<file path="src/rtl/shared_register_arbiter_pkg.sv">
// Shared definitions for the shared_register_arbiter block:
// default sizing, the EMPTY/FULL state type and the pointer-advance helper.
package shared_register_arbiter_pkg;

   localparam int N_DEFAULT = 4;
   localparam int W_DEFAULT = 8;

   // Occupancy of the single output register; out_valid is FULL.
   typedef enum logic {
      EMPTY = 1'b0,
      FULL  = 1'b1
   } state_t;

   // Pointer moves to the requester after the winner, wrapping N-1 -> 0
   // explicitly so non-power-of-two N never lands on an unused index.
   function automatic int next_ptr(input int g, input int n);
      return (g >= n - 1) ? 0 : g + 1;
   endfunction

endpackage

</file>
<file path="src/rtl/shared_register_arbiter_asserts.sv">
// Handshake property checker for shared_register_arbiter. Only instantiated
// when HANDSHAKE_ASSERTIONS_EN is defined; silent while ASYNCRESETN is low.
module shared_register_arbiter_asserts #(
   parameter  int N  = 4,
   parameter  int W  = 8,
   localparam int PW = $clog2(N)
) (
   input logic          CLK,
   input logic          ASYNCRESETN,
   input logic [N-1:0]  req_valid,
   input logic [N-1:0]  req_ready,
   input logic          out_valid,
   input logic [W-1:0]  out_data,
   input logic [PW-1:0] out_src,
   input logic          out_ready
);

   a_ready_onehot0 : assert property (@(posedge CLK) disable iff (!ASYNCRESETN)
      $onehot0(req_ready));

   a_ready_needs_valid : assert property (@(posedge CLK) disable iff (!ASYNCRESETN)
      (req_ready & ~req_valid) == '0);

   a_stall_holds : assert property (@(posedge CLK) disable iff (!ASYNCRESETN)
      (out_valid && !out_ready) |=> ($stable(out_data) && $stable(out_src) && out_valid));

   a_src_in_range : assert property (@(posedge CLK) disable iff (!ASYNCRESETN)
      out_valid |-> (int'(out_src) < N));

endmodule

</file>
<file path="src/rtl/shared_register_arbiter_rr_pick.sv">
// rr_pick: purely combinational rotating-priority picker. The requester at
// ptr has highest priority, followed by ptr+1, ... wrapping through N-1 to 0.
module rr_pick #(
   parameter  int N  = 4,
   localparam int PW = $clog2(N)
) (
   input  logic [N-1:0]  req_valid,
   input  logic [PW-1:0] ptr,
   output logic [PW-1:0] grant,
   output logic          grant_vld
);

   // Scan from lowest to highest priority so the last hit is the winner.
   always_comb begin
      int idx;
      idx       = 0;
      grant     = '0;
      grant_vld = 1'b0;
      for (int k = N - 1; k >= 0; k--) begin
         idx = int'(ptr) + k;
         if (idx >= N) idx = idx - N;
         if (req_valid[idx]) begin
            grant     = PW'(idx);
            grant_vld = 1'b1;
         end
      end
   end

endmodule

</file>
<file path="src/rtl/shared_register_arbiter.sv">
// shared_register_arbiter: N requesters share one registered W-bit output
// entry with valid/ready. Round-robin grant, 1-cycle load latency, full
// throughput with simultaneous drain and load.
// Optional handshake checker compiled in with HANDSHAKE_ASSERTIONS_EN.
module shared_register_arbiter
   import shared_register_arbiter_pkg::*;
#(
   parameter  int N  = N_DEFAULT,
   parameter  int W  = W_DEFAULT,
   localparam int PW = $clog2(N)
) (
   input  logic            CLK,
   input  logic            ASYNCRESETN,
   input  logic [N-1:0]    req_valid,
   input  logic [N*W-1:0]  req_data,
   output logic [N-1:0]    req_ready,
   output logic            out_valid,
   output logic [W-1:0]    out_data,
   output logic [PW-1:0]   out_src,
   input  logic            out_ready,
   output logic            busy
);

   state_t        state_q, state_d;
   logic [W-1:0]  data_q,  data_d;
   logic [PW-1:0] src_q,   src_d;
   logic [PW-1:0] ptr_q,   ptr_d;
   logic          busy_q,  busy_d;

   logic [PW-1:0] gnt;
   logic          gnt_vld;
   logic          can_load;
   logic          xfer;

   rr_pick #(.N(N)) u_pick (
      .req_valid (req_valid),
      .ptr       (ptr_q),
      .grant     (gnt),
      .grant_vld (gnt_vld)
   );

   // Grant/ready decode and next-state: load on transfer, drain otherwise.
   // Ready is masked by reset so nothing looks accepted while held in reset.
   always_comb begin
      can_load  = (state_q == EMPTY) | out_ready;
      xfer      = gnt_vld & can_load & ASYNCRESETN;
      req_ready = '0;
      if (xfer) req_ready[gnt] = 1'b1;

      state_d = state_q;
      data_d  = data_q;
      src_d   = src_q;
      ptr_d   = ptr_q;
      busy_d  = (state_q == FULL) & ~out_ready;
      if (xfer) begin
         state_d = FULL;
         data_d  = req_data[int'(gnt)*W +: W];
         src_d   = gnt;
         ptr_d   = PW'(next_ptr(int'(gnt), N));
      end else if (out_ready) begin
         state_d = EMPTY;
      end
   end

   // Output register, pointer and stall flag; reset discards any held entry.
   always_ff @(posedge CLK or negedge ASYNCRESETN) begin
      if (!ASYNCRESETN) begin
         state_q <= EMPTY;
         data_q  <= '0;
         src_q   <= '0;
         ptr_q   <= '0;
         busy_q  <= 1'b0;
      end else begin
         state_q <= state_d;
         data_q  <= data_d;
         src_q   <= src_d;
         ptr_q   <= ptr_d;
         busy_q  <= busy_d;
      end
   end

   assign out_valid = (state_q == FULL);
   assign out_data  = data_q;
   assign out_src   = src_q;
   assign busy      = busy_q;

`ifdef HANDSHAKE_ASSERTIONS_EN
   shared_register_arbiter_asserts #(.N(N), .W(W)) u_asserts (
      .CLK         (CLK),
      .ASYNCRESETN (ASYNCRESETN),
      .req_valid   (req_valid),
      .req_ready   (req_ready),
      .out_valid   (out_valid),
      .out_data    (out_data),
      .out_src     (out_src),
      .out_ready   (out_ready)
   );
`else
`endif

endmodule

</file>
<file path="config.mk">
export PLATFORM = sky130hd
export DESIGN_NAME = shared_register_arbiter
export DESIGN_NICKNAME = d
export VERILOG_FILES = /design/src/rtl/shared_register_arbiter_pkg.sv /design/src/rtl/shared_register_arbiter_asserts.sv /design/src/rtl/shared_register_arbiter_rr_pick.sv /design/src/rtl/shared_register_arbiter.sv
export SDC_FILE = /design/constraint.sdc
export NUM_CORES = 1
export LEC_CHECK = 0
export BUFFER_PORTS_ARGS = -buffer_cell sky130_fd_sc_hd__buf_2
export CAP_MARGIN = 20
export CORE_MARGIN = 2
export CORE_UTILIZATION = 42
export DETAILED_ROUTE_END_ITERATION = 10
export PLACE_DENSITY = 0.83
export SKIP_CTS_REPAIR_TIMING = 1
export SLEW_MARGIN = 10
export SYNTH_ARGS = -nofsm -noshare
export SYNTH_HDL_FRONTEND = slang
export SYNTH_SLANG_ARGS = --single-unit
</file>
<file path="constraint.sdc">
create_clock -name CLK -period 1.9 [get_ports CLK]
set_input_delay 0.19 -clock CLK [delete_from_list [all_inputs] [get_ports CLK]]
set_output_delay 0.19 -clock CLK [all_outputs]
set_load 0.1 [all_outputs]
</file>
=== After elaboration in Yosys (flattened, before gate mapping) ===
Cells that the tools add are included.

* Bits in writable memories: 0
* Bits in read-only memories: 0
* Memories kept: 0
* Output and inout port bits: 16
* Latch bits: 0
* Word-level logic and storage cells: 63
* Register bits after elaboration: 14
* Input bits: 39

* Div/mod/pow operators: 0
* Add/sub/neg operators: 8
* Bitwise gates (word level): 6
* Mux-type cells: 30
* Shift-type cells: 1
* Equal/unequal tests: 0
* $lt $le $gt $ge: 11
* Reduce and logical (&&, ||, !) cells: 2
* Multiply operators: 0

{| class="wikitable"
|+ Operator list
! operator !! number
|-
| $lt A32 B4 Y1 const B || 4
|-
| $mux W32 || 4
|-
| $ge A32 B4 Y1 const B || 3
|-
| $sub A32 B4 Y32 const B || 3
|-
| $shiftx A32 B6 Y8 || 1
|-
| $mux W1 || 15
|-
| $mux W2 || 5
|-
| $bmux W1 S2 || 4
|-
| $add A2 B2 Y3 const B || 2
|-
| $mux W4 || 1
|-
| $sub A2 B3 Y4 const B || 1
|-
| $add A2 B1 Y3 const B || 1
|-
| $and A1 B1 Y1 || 3
|-
| $ge A2 B3 Y1 const B || 1
|-
| $lt A2 B3 Y1 const B || 1
|-
| $add A2 B1 Y2 const B || 1
|-
| $demux W1 S2 || 1
|-
| $ge A2 B1 Y1 const B || 1
|-
| $ge A2 B2 Y1 const B || 1
|-
| $not A1 Y1 || 2
|-
| $reduce_bool A2 Y1 || 1
|-
| $logic_and A1 B1 Y1 || 1
|-
| $or A1 B1 Y1 || 1
|}

=== Depth between registers and ports, before layout ===
Gate-level depths: netlist of run 1.

* Word-level depth: 15
* Gate-level depth with buffers: 7
* Gate-level depth less buffers: 6

=== Modules after synthesis ===
Synthesis of run 1 repeated with hierarchy kept, for this count alone.

* Cell total of the unflattened synthesis: 65
* Area total of the unflattened synthesis: 883.3 um^2

{| class="wikitable"
|+ By module, submodules not included
! module !! area an instance (um^2) !! times used !! cells each !! sequential area each (um^2)
|-
| shared_register_arbiter || 805.8 || 1 || 52 || 350.3
|-
| rr_pick || 77.6 || 1 || 13 || 0.0
|}

=== Worst setup path after synthesis of run 1 ===
No wires, ideal clock.

* Kind: register -> output
* Start point: register state_q, in the netlist out_valid
* End point: output req_ready[2]
* Data required time: 1.710 ns
* Buffers on the path: 1
* Cell stages (with the launch flop): 5
* Path slack: -1.824 ns
* Arrival time: 3.534 ns
* Cells stage by stage: dfrtp_1 nand2b_1 nand2b_1 buf_1 nor3b_1

* Longest elaborated chain between the ends: 5

{| class="wikitable"
|+ RTL lines
! item !! line !! source
|-
| start, declared || shared_register_arbiter.sv:24 || <nowiki>state_t state_q, state_d;</nowiki>
|-
| start signal, assigned || shared_register_arbiter.sv:74 || <nowiki>state_q <= state_d;</nowiki>
|-
| $not A1 Y1 || shared_register_arbiter.sv:45 || <nowiki>can_load = (state_q == EMPTY) | out_ready;</nowiki>
|-
| $or A1 B1 Y1 || shared_register_arbiter.sv:45 ||
|-
| $and A1 B1 Y1 (2 in series) || shared_register_arbiter.sv:46 || <nowiki>xfer = gnt_vld & can_load & ASYNCRESETN;</nowiki>
|-
| $mux W4 || shared_register_arbiter.sv:48 || <nowiki>if (xfer) req_ready[gnt] = 1'b1;</nowiki>
|-
| end, declared || shared_register_arbiter.sv:16 || <nowiki>output logic [N-1:0] req_ready,</nowiki>
|}

No other way between the ends.

=== Worst setup path in the final report of run 1 ===
* Start point: register ptr_q[1]
* End point: output req_ready[3]

* Longest elaborated chain between the ends: 15
* Elaborated cells between the ends (all ways): 43
* Those cells by class: 7 x add/sub; 6 x order compare; 27 x mux; 2 x bitwise; 1 x reduce/logical

{| class="wikitable"
|+ RTL lines
! item !! line !! source
|-
| start, declared || shared_register_arbiter.sv:27 || <nowiki>logic [PW-1:0] ptr_q, ptr_d;</nowiki>
|-
| start signal, assigned || shared_register_arbiter.sv:77 || <nowiki>ptr_q <= ptr_d;</nowiki>
|-
| $add A2 B2 Y3 || shared_register_arbiter_rr_pick.sv:20 || <nowiki>idx = int'(ptr) + k;</nowiki>
|-
| $sub A32 B4 Y32 / $ge A32 B4 Y1 (equally long branches) || shared_register_arbiter_rr_pick.sv:21 || <nowiki>if (idx >= N) idx = idx - N;</nowiki>
|-
| $mux W32 || shared_register_arbiter_rr_pick.sv:21 ||
|-
| $bmux W1 S2 || shared_register_arbiter_rr_pick.sv:22 || <nowiki>if (req_valid[idx]) begin</nowiki>
|-
| $mux W1 (implied by the code) (2 in series) || shared_register_arbiter_rr_pick.sv:22 ||
|-
| $mux W2 (4 in series) || shared_register_arbiter_rr_pick.sv:22 ||
|-
| $lt A2 B3 Y1 (implied by the code) / $ge A2 B1 Y1 (equally long branches) || shared_register_arbiter.sv:48 ||
|-
| $logic_and A1 B1 Y1 (implied by the code) || shared_register_arbiter.sv:48 ||
|-
| $mux W1 (implied by the code) || shared_register_arbiter.sv:48 ||
|-
| $demux W1 S2 || shared_register_arbiter.sv:48 ||
|-
| $mux W4 * || shared_register_arbiter.sv:48 ||
|}

Mark *: on every way between the ends. The rest lies on a longest branch, timed or not. The select of a mux whose other input is x is not followed.

==> results of run 1 <==
cells by family after synthesis:
kind of cell	count (synthesis)
fa+ha+maj	1
mux	25
simple gates	26
compound gates	16
buf+inv	8
flops	14
Yosys cell counts, drive strengths merged:
cell	count
nand2	18
a21bo	1
and2	1
mux2i	17
nor3	1
nor2	2
dfrtp	14
nand2b	2
o21ai	9
buf	5
o41ai	1
ha	1
nor3b	2
a21boi	1
inv	3
a21oi	2
a221oi	1
o2bb2a	1
mux2	8
path summary, 6_finish.rpt:
check                             from      endpoint  slack (ns)
setup / recovery              ptr_q[1]  req_ready[3]       -0.15
hold / removal               out_ready          busy        0.17
setup reg to reg              ptr_q[1]   out_data[6]       -0.02
hold reg to reg            out_data[0]   out_data[0]        0.48
max in group asynchronous  ASYNCRESETN      ptr_q[1]        1.34
min in group asynchronous  ASYNCRESETN   out_data[6]        0.37
cells in the final DEF, fill, tap and decap left out:
cell type and n:
a221oi_4 1, a21boi_0 1, and2_4 1, dfrtp_2 1, dfrtp_4 1, a21bo_1 1, o41ai_1 1, clkbuf_4 3
nor2_1 1, nand2b_4 1, inv_1 3, mux2i_1 17, nand2_1 18, a21oi_1 2, buf_6 2, o21ai_2 8
mux2_2 7, dfrtp_1 12, buf_4 17, o21ai_1 1, buf_12 4, clkbuf_1 1, nor2_4 1, nand2b_1 1
mux2_4 1, nor3_4 1, o2bb2a_4 1, dlygate4sd3_1 1, ha_1 1, buf_2 50, nor3b_4 1, nor3b_1 1
per-layer routing:
metal,track usage,part of all wire,vias up,wire length [um]
met1,0.213,0.37,486,1110
met5,0,0,-,0
met3,0.0175,0.045,9,133
met4,0.0676,0.026,0,76
met2,0.377,0.56,42,1650
li1,-,-,462,-
registers in the layout (all words and copies together) (netlist names):
name       count
out_data       8
out_src        2
ptr_q          2
busy           1
out_valid      1
final cells by class:
type                    instances  area (um2)
well taps                      27        33.8
multi-input cells              68         588
fillers                       131         517
inverters                       3        11.3
repair buffers                 74         490
clock buffers                   4        26.3
flip-flops and latches         14         355
metrics by stage:
step           area (um2)  worst slack, ns
4_1_cts              1390           -0.133
5_1_grt              1510           -0.210
6_report             1510           -0.152
3_3_place_gp         1360            0.125
3_5_place_dp         1360           0.0542
2_1_floorplan         992           -0.145
power breakdown:
| part | internal, mW | switching (mW) | leakage (nW) | total (mW) |
|---|---|---|---|---|
| Sequential | 0.383 | 0.0613 | 0.168 | 0.444 |
| Combinational | 0.465 | 0.928 | 0.623 | 1.39 |
| Clock | 0.0817 | 0.107 | 0.0150 | 0.189 |
| Total | 0.929 | 1.10 | 0.806 | 2.03 |
critical path, cell delays in order, from the launching register on:
cell and delay [ns]:
dfrtp_2 0.46, a21bo_1 0.21, a221oi_4 0.36, ha_1 0.22
and2_4 0.16, buf_12 0.17
==> impl_metrics.ini, run 1 <==
[outcome]
status = finished, violations left
failed_checks = negative setup slack

[global_routing]
grt_pass1_wl_um = 3750
grt.total_usage = 0.192
grt_max_degree = 15
grt_pass1_vias = 897
overflow = 0
antenna_found_initial = 0

[routing]
viasPerCell = 5.26
wl_per_cell_um = 15.6
remaining_drc_errors = 0
drtIter0Drc = 22
via_count = 999
ant_nets = 0
routed_wl_um = 2970
drtPass1Iterations = 4

[power_and_ir_drop]
p_leak_nw = 0.806
peakVddDrop_mv = 0.980
p_per_area_nw_per_um2 = 1350
p_total_mw = 2.03

[synth]
yosysUniqueCellTypes = 22
ys_seq_area_frac = 0.380
synth_top_family_by_area = multiplexers
synth_compound_area_frac = 0.148
synth_top_area_frac = 0.380
postSynthCellCount = 90
netlist_top_cells_area = dfrtp_1 (38%), mux2i_1 (18%), mux2_2 (9.8%)
yosys_register_bits = 14
synth-adder-area-share = 0.0136
syn_area_per_cell_um2 = 10.2
synth_top_cell_by_area = dfrtp_1
synth-xor-area-share = 0
synth_fp_nets = 130
synth_warnings = 0
yosys.area_share.simple = 0.124
muxShareOfSynthArea = 0.283
netlist_area_um2 = 921

[sta]
clock_skew_ns = 0.00613
hold_ws_ns = 0.173
rsz0062_at_grt = yes
slew_headroom = 0.673
setup-tns-final_ns = -0.447
fmax_mhz = 487
fin_ws_ns = -0.152
slew_violations = 0
fin_crit_sh = 1.08
fin_crit_ns = 2.05
hold_violations = 0
setup_violations = 5
tightest_slew_ns = 0.494

[run]
maxCapViolations = 0

[cts]
clockBufferDepth = 2
clock-sinks = 14
cts_buffers = 3
clk_transition_reported_paths_ns = 0.09
clockRootBuffer = clkbuf_4
htreeDepth = 1
cts_tree = yes
clk_latency_ns = 0.29

[die]
start_util = 0.455
rows = 16
die_w_um = 50.8
core_um2 = 2020
die_h_um = 50.8
ios = 55
die-area_um2 = 2580

[finish]
utilization = 0.744
drive_gt1_frac = 0.620
area_growth_pct = 63.5
nets = 204
fin_cells = 190
insertedDiodeCount = 0

[placed_design]
dp_cells = 172
hpwl_um = 1930
place_congestion = 0.764
portBuffers = 54

[worst_setup_path]
crit_required_ns = 1.71
endpoint_kind = output pin
startpoint_type = flip-flop
cp.arrival_ns = 1.86
cp_max_fo = 6
r2r_cells = 7
worstSetupPathType = flip-flop to output pin

[worst_hold_path]
worstHoldPathType = primary input to flip-flop
min_path_cells = 3
(Power assumes the default switching activity.)
==> run 2: changes to the inputs <==
--- a/config.mk
+++ b/config.mk
@@ -11,8 +11,9 @@
 export CORE_UTILIZATION = 42
 export DETAILED_ROUTE_END_ITERATION = 10
 export PLACE_DENSITY = 0.83
+export RECOVER_POWER = 100
 export SKIP_CTS_REPAIR_TIMING = 1
-export SLEW_MARGIN = 10
+export SLEW_MARGIN = 0
 export SYNTH_ARGS = -nofsm -noshare
 export SYNTH_HDL_FRONTEND = slang
 export SYNTH_SLANG_ARGS = --single-unit
==> run 2 against run 1 <==
Compared with the run above: the run still ends with negative setup slack left; first-iteration DRC count is the same; worst setup slack lost 0.0028 ns; critical path type unchanged; fmax shrank 0.14%; cell count is the same; power shrank 0.14%; combinational power is essentially flat; critical path depth is the same; flip-flop and latch count is the same; register-to-register slack lost 0.02 ns; non-clock buffer count is the same; sequential power is essentially flat; design area shrank 0.58%; largest cell class unchanged.
==> impl_metrics.ini, run 2 (synthesis results as in run 1) <==
[run]
maxCapViolations = 0

[worst_setup_path]
worst-path-buf-inv = 1
slowest_stage = dfrtp_2
worstSetupPathType = flip-flop to output pin
cp_top_family = compound AO/OA/AOI/OAI gates
path_cells = a21bo_1 > a221oi_4 > ha_1 > and2_4 > buf_12
max_stage_delay_ns = 0.46
cp_max_fo = 6
startpoint_type = flip-flop
cp.arrival_ns = 1.86
crit_required_ns = 1.71
endpoint_kind = output pin

[cts]
cts_tree = yes
clock-sinks = 14
htreeDepth = 1
clk_latency_ns = 0.29
cts_buffers = 3
clockBufferDepth = 2
clk_transition_reported_paths_ns = 0.09
clockRootBuffer = clkbuf_4

[global_routing]
grt.total_usage = 0.192
antenna_found_initial = 0
grt_pass1_wl_um = 3750
grt_pass1_vias = 897
overflow = 0
grt_max_degree = 15

[finish]
final_area_um2 = 1500
final_common_cell = buf_2
largest_reg_flops = 8
mostFrequentLayoutCells = buf_2 (37), nand2_1 (18), mux2i_1 (17)
area_growth_pct = 62.5
drive_gt1_frac = 0.601
nets = 204
insertedDiodeCount = 0

[outcome]
status = finished, violations left
failed_checks = negative setup slack

[sta]
fmax_mhz = 487
slew_violations = 0
slew_headroom = 0.479
rsz0062_at_grt = yes
clock_skew_ns = 0.00756
fin_ws_ns = -0.155
fin_crit_ns = 2.05
hold_violations = 0
tightest_slew_ns = 0.781
fin_crit_sh = 1.08
setup_violations = 5

[routing]
drtPass1Iterations = 4
routed_wl_um = 2960
wl_per_cell_um = 15.6
viasPerCell = 5.36
ant_nets = 0
drtIter0Drc = 22
remaining_drc_errors = 0
via_count = 1018

[power_and_ir_drop]
p_total_mw = 2.02
p_leak_nw = 0.796
peakVddDrop_mv = 0.980
p_per_area_nw_per_um2 = 1350

[placed_design]
place_congestion = 0.764
dpl-instance-area_um2 = 1360
portBuffers = 54
hpwl_um = 1930

[die]
ios = 55
die_h_um = 50.8
die_w_um = 50.8
core_um2 = 2020
die-area_um2 = 2580
rows = 16
start_util = 0.455

[worst_hold_path]
worstHoldPathType = primary input to flip-flop
## run 2: changes by cell type in the layout (fill, tap and decap cells not counted)
cell | before | now
clkbuf_1 | 1 | 4
buf_2 | 50 | 37
clkbuf_2 | 0 | 12
buf_4 | 17 | 15
## run 2: stage by stage
step                      utilization  setup slack, ns  hold slack (ns)  setup TNS [ns]  std cells
after CTS                       0.685           -0.133           -0.150          -0.433        176
after floorplan                     -           -0.145           -0.106          -0.266         90
final                           0.740           -0.155            0.177          -0.483        190
after global routing            0.740           -0.210            0.187          -0.803        190
after global placement          0.672            0.125            0.150               0        172
after detailed placement        0.672           0.0542            0.155               0        172
## run 2: area by class of cell
type | instances | area, um2
inverter | 3 | 11.3
multi-input combinational | 68 | 588
tap | 27 | 33.8
fill | 135 | 526
sequential | 14 | 355
timing repair buffer | 74 | 482
clock buffer | 4 | 26.3
## run 2: metal layers
metal / part of all wire / track usage
met3: 0.047 / 0.0175
met4: 0.031 / 0.0676
met2: 0.55 / 0.377
met5: 0 / 0
met1: 0.37 / 0.213
## run 2: final timing paths
check | to | start | slack, ns | cells after the start
hold / removal | busy | out_ready | 0.18 | 3
hold reg to reg | out_data[0] | out_data[0] | 0.48 | 2
min in group asynchronous | out_valid | ASYNCRESETN | 0.60 | 3
setup / recovery | req_ready[3] | ptr_q[1] | -0.15 | 5
max in group asynchronous | out_valid | ASYNCRESETN | 0.74 | 3
setup reg to reg | out_data[6] | ptr_q[1] | -0.04 | 7
## run 2: worst min-delay path, delay by kind of cell
family	cells	cell delay (ns)
simple gates	1	0.11
buf+inv	2	0.12
## run 2: power breakdown
part / switching, mW / internal (mW)
clock network: 0.107 / 0.0816
logic: 0.928 / 0.459
registers: 0.0643 / 0.383
